`src/rtl/serial_sub_pkg.sv`:
```
// Shared types and constants for the bit-serial subtractor.
package serial_sub_pkg;

  localparam int DEFAULT_WIDTH = 8;

  typedef enum logic [1:0] {
    IDLE = 2'd0,
    RUN  = 2'd1,
    DONE = 2'd2
  } state_t;

endpackage

```
`src/rtl/serial_subtractor_fs.sv`:
```
// One-bit full subtractor cell: d = x - y - bi, with borrow-out bo.
module full_subtractor (
  input  logic x,
  input  logic y,
  input  logic bi,
  output logic d,
  output logic bo
);

  assign d  = x ^ y ^ bi;
  assign bo = (~x & y) | (~(x ^ y) & bi);

endmodule

```
`src/rtl/serial_subtractor.sv`:
```
// Bit-serial unsigned subtractor, LSB first, one bit per clock with start/busy/done.
module serial_subtractor
  import serial_sub_pkg::*;
#(
  parameter int WIDTH = DEFAULT_WIDTH
) (
  input  logic             clk,
  input  logic             rst_n,
  input  logic             start,
  input  logic [WIDTH-1:0] a,
  input  logic [WIDTH-1:0] b,
  input  logic             bin,
  output logic             busy,
  output logic             done,
  output logic [WIDTH-1:0] diff,
  output logic             bout
);

  localparam int CNT_W = $clog2(WIDTH);
  localparam logic [CNT_W-1:0] LAST = CNT_W'(WIDTH - 1);

  state_t           state, state_nxt;
  logic [WIDTH-1:0] a_sh, b_sh, d_sh;
  logic [CNT_W-1:0] cnt;
  logic             borrow;
  logic             d, bo;

  full_subtractor u_fs (
    .x  (a_sh[0]),
    .y  (b_sh[0]),
    .bi (borrow),
    .d  (d),
    .bo (bo)
  );

  always_ff @(posedge clk or negedge rst_n) begin
    if (!rst_n) state <= IDLE;
    else        state <= state_nxt;
  end

  always_comb begin
    state_nxt = state;
    case (state)
      IDLE:    if (start) state_nxt = RUN;
      RUN:     if (cnt == LAST) state_nxt = DONE;
      DONE:    state_nxt = IDLE;
      default: state_nxt = IDLE;
    endcase
  end

  // Status flags decode straight from the state flop, so no input reaches them.
  assign busy = (state == RUN);
  assign done = (state == DONE);

  always_ff @(posedge clk or negedge rst_n) begin
    if (!rst_n) begin
      a_sh   <= '0;
      b_sh   <= '0;
      d_sh   <= '0;
      cnt    <= '0;
      borrow <= 1'b0;
      diff   <= '0;
      bout   <= 1'b0;
    end else begin
      case (state)
        IDLE: if (start) begin
          a_sh   <= a;
          b_sh   <= b;
          borrow <= bin;
          cnt    <= '0;
          d_sh   <= '0;
        end
        RUN: begin
          a_sh   <= a_sh >> 1;
          b_sh   <= b_sh >> 1;
          d_sh   <= {d, d_sh[WIDTH-1:1]};
          borrow <= bo;
          cnt    <= cnt + CNT_W'(1);
          // Last bit: publish the completed word together with the final borrow.
          if (cnt == LAST) begin
            diff <= {d, d_sh[WIDTH-1:1]};
            bout <= bo;
          end
        end
        default: ;
      endcase
    end
  end

endmodule

```
`config.mk`:
```
export PLATFORM = sky130hd
export DESIGN_NAME = serial_subtractor
export DESIGN_NICKNAME = d
export VERILOG_FILES = /design/src/rtl/serial_sub_pkg.sv /design/src/rtl/serial_subtractor_fs.sv /design/src/rtl/serial_subtractor.sv
export SDC_FILE = /design/constraint.sdc
export NUM_CORES = 1
export LEC_CHECK = 0
export CAP_MARGIN = 40
export CORE_AREA = 2 2 46 80
export CTS_BUF_LIST = sky130_fd_sc_hd__clkbuf_4 sky130_fd_sc_hd__clkbuf_8
export DETAILED_ROUTE_END_ITERATION = 8
export DIE_AREA = 0 0 48 82
export GPL_ROUTABILITY_DRIVEN = 1
export MAX_ROUTING_LAYER = met4
export PLACE_DENSITY = 0.83
export SYNTH_ARGS = -nofsm -noshare
export SYNTH_HDL_FRONTEND = slang
export SYNTH_SLANG_ARGS = --single-unit
```
`constraint.sdc`:
```
create_clock -name clk -period 3.05 [get_ports clk]
set_input_delay 0.4575 -clock clk [delete_from_list [all_inputs] [get_ports clk]]
set_output_delay 0.4575 -clock clk [all_outputs]
set_load 0.01 [all_outputs]
```
==> flow_metrics.env <==
export IMPL_ys_flop_type="dfrtp_1"
export IMPL_finalWorstPathRequiredPeriod_ns=2.28
export IMPL_p_total_mw=2.27
export IMPL_finalWirelength_um=3710
export IMPL_sw_frac_of_total=0.332
export IMPL_fin_ws_ns=0.775
export IMPL_pwr_share_comb=0.369
export IMPL_place_ws_ns=0.979
export IMPL_holdBufCountCts=0
export IMPL_sequential_fraction_of_design_power=0.399
export IMPL_cp_arrival_ns=1.82
export IMPL_num_io_pins=31
export IMPL_layout_common_cells="dfrtp_1, nor3_1, clkdlybuf4s50_1, o22ai_1, a22o_1"
export IMPL_num_fill_cells=258
export IMPL_postSynthCellCount=152
export IMPL_placementRows=28
export IMPL_static_leakage_power_nw=0.930
export IMPL_post_route_cells_drive_above_1_share=0.150
export IMPL_global_route_usage_met1=0.244
export IMPL_synth_seq_area_share=0.542
export IMPL_critPathCaptureType="output pin"
export IMPL_cap_viol_max_count=0
export IMPL_dpl_hpwl_um=2500
export IMPL_io_buffer_count=30
export IMPL_min_delay_worst_endpoint="bout"
export IMPL_seq_cells_post_synth=38
export IMPL_worst_vdd_ir_uv=686
export IMPL_cts_tree="done"
export IMPL_grt_setup_unrepaired="no"
export IMPL_cts_buffer_depth=2
export IMPL_synth_async_reset_ratio=1.00
export IMPL_first_pass_iters=5
export IMPL_worstHoldPathType="register to register"
export IMPL_ys_top_cells_by_area="dfrtp_1, nor3_1, o22ai_1"
export IMPL_path_clk_slew_ns=0.08
export IMPL_avgRoutedWirePerCell_um=16.5
export IMPL_die_y_um=82
export IMPL_globalRouteOverflowTotal=0
export IMPL_number_of_synthesized_flops_with_an_enable_pin=0
export IMPL_worstPathMaxFanout=15
export IMPL_synth_net_count=175
export IMPL_mostFrequentLayoutCell="dfrtp_1"
export IMPL_synth_top_area_share=0.542
export IMPL_total_power_per_unit_cell_area_nw_per_um2=1040
export IMPL_global_route_usage_met3=0.0484
export IMPL_final_setup_tns_ns=0
export IMPL_num_antenna_cells=0
export IMPL_report_final_slew_viol_count=0
export IMPL_finalSetupViolations=0
export IMPL_synthDistinctLibCells=25
export IMPL_cts_post_setup_buffers_inserted=0
export IMPL_post_drt_via_cell_ratio=5.80
export IMPL_r2r_worst_path_cells=4
export IMPL_critPathSlowestCell="clkdlybuf4s50_1"
export IMPL_htree_levels=2
export IMPL_clockPowerShare=0.231
export IMPL_timing_rr_start="cnt[0]"
export IMPL_final_min_period_over_clock_period=0.746
export IMPL_max_clock_freq_mhz=440
export IMPL_detail_route_antenna_nets=0
export IMPL_final_setup_skew_ns=0.00699
export IMPL_power_switching_uw=754
export IMPL_initial_core_util=0.527
export IMPL_crit_path_max_cell_delay_ns=0.55
export IMPL_grt_most_used_layer="met2"
export IMPL_intPower_mw=1.52
export IMPL_core_area_um2=3330
export IMPL_synth_cell_area_um2=1760
export IMPL_cts_sink_count=38
export IMPL_data_required_time_at_the_worst_endpoint_ns=2.59
export IMPL_grt_antenna_before_repair=0
export IMPL_synth_top_cell_by_area="dfrtp_1"
export IMPL_status="finished, final reports clean"
export IMPL_grt_max_degree=39
export IMPL_finalWeightedCongestion=0.826
export IMPL_hold_path_startpoint="bout"
export IMPL_worstSkewPairLatency_ns=0.29
export IMPL_critical_path_reg2reg_endpoint="diff[7]"
export IMPL_yosys_warnings=0
export IMPL_hold_path_depth=2
export IMPL_groute_usage_overall=0.213
export IMPL_path_class="register to output pin"
export IMPL_regToRegSetupSlack_ns=1.53
export IMPL_grt_use_met2=0.349
export IMPL_finalHoldViolations=0
export IMPL_cts_buffers=5
export IMPL_route_detailed_drc=0
export IMPL_clock_root_buffer="clkbuf_8"
export IMPL_die_width_um=48
export IMPL_cp_start_kind="register"
export IMPL_grt_first_pass_wirelength_um=5800
export IMPL_fin_nets=202
export IMPL_die_area_um2=3940
export IMPL_max_slew_margin_rel=0.556
export IMPL_final_core_utilization=0.654
export IMPL_post_cts_resized=0
export IMPL_drtIter0Drc=31
export IMPL_num_vias=1306
export IMPL_postSynthAreaPerCell_um2=11.5
export IMPL_area_delta_synth_final_pct=23.9
export IMPL_path_cells="inv_1, nor2_1, clkdlybuf4s50_1"
export IMPL_first_global_vias=1317
export IMPL_tightest_slew_ns=0.664
==> cell families after synthesis <==
group,synth area share
simple gates,0.153
compound gates,0.147
fa+ha+maj,0.0257
buf+inv,0.0720
mux,0.0613
flops,0.542
==> state kept, by name, summed over array words and instances (netlist names) <==
name / cells
a_sh: 8
borrow: 1
d_sh: 7
diff: 8
bout: 1
b_sh: 8
cnt: 3
state: 2
==> power groups by stage <==
stage	clock network [mW]	logic, mW	registers (mW)
final	0.526	0.840	0.908
after global routing	0.558	0.919	0.932
after CTS	0.537	0.849	0.905
after detailed placement	0	0.837	0.909
after global placement	0	0.796	0.897
after floorplan	0	0.608	0.884
==> layer usage <==
metal	up-vias	share of wire
met1	645	0.41
met4	0	0.013
met2	47	0.53
met5	-	0
li1	610	-
met3	4	0.047
==> worst max path at each step <==
stage          startpoint       to  slack, ns  depth (start not counted)
6_report         state[1]     done       0.77                          3
5_1_grt          state[1]     done       0.67                          3
4_1_cts          state[1]     done       0.77                          3
3_5_place_dp        start   borrow       0.98                          4
3_3_place_gp        start   borrow       0.98                          4
2_1_floorplan      cnt[0]  diff[2]       1.62                          5
==> synth_stat cells (all sizes together) (2+ instances only) <==
cell / number
dfrtp: 38
nor3: 33
o22ai: 14
buf: 13
a22o: 9
mux2: 8
inv: 6
nor2: 6
o21ai: 6
nand2: 4
o32ai: 4
ha: 2
nand2b: 2
==> metrics by stage <==
step / instance area (um^2) / hold WS, ns / instances
3_5_place_dp: 2030 / 0.498 / 217
6_report: 2180 / 0.513 / 225
4_1_cts: 2180 / 0.519 / 225
5_1_grt: 2180 / 0.534 / 225
3_3_place_gp: 2030 / 0.486 / 217
2_1_floorplan: 1760 / 0.162 / 152
==> worst max-delay path: cells and delay by family, from the launching register on <==
kind	cells	cell delay (ns)
buffers and inverters	2	0.85
flip-flops	1	0.52
AND/OR/NAND/NOR	1	0.16
==> area by class of cell <==
type,count,area [um^2],area share
inverters,6,25.0,0.0115
clock inverters,2,60.1,0.0276
clock buffers,6,82.6,0.0380
repair buffers,33,323,0.148
multi-input cells,95,678,0.312
flip-flops and latches,38,951,0.437
well taps,45,56.3,0.0259
(Power assumes the default switching activity.)
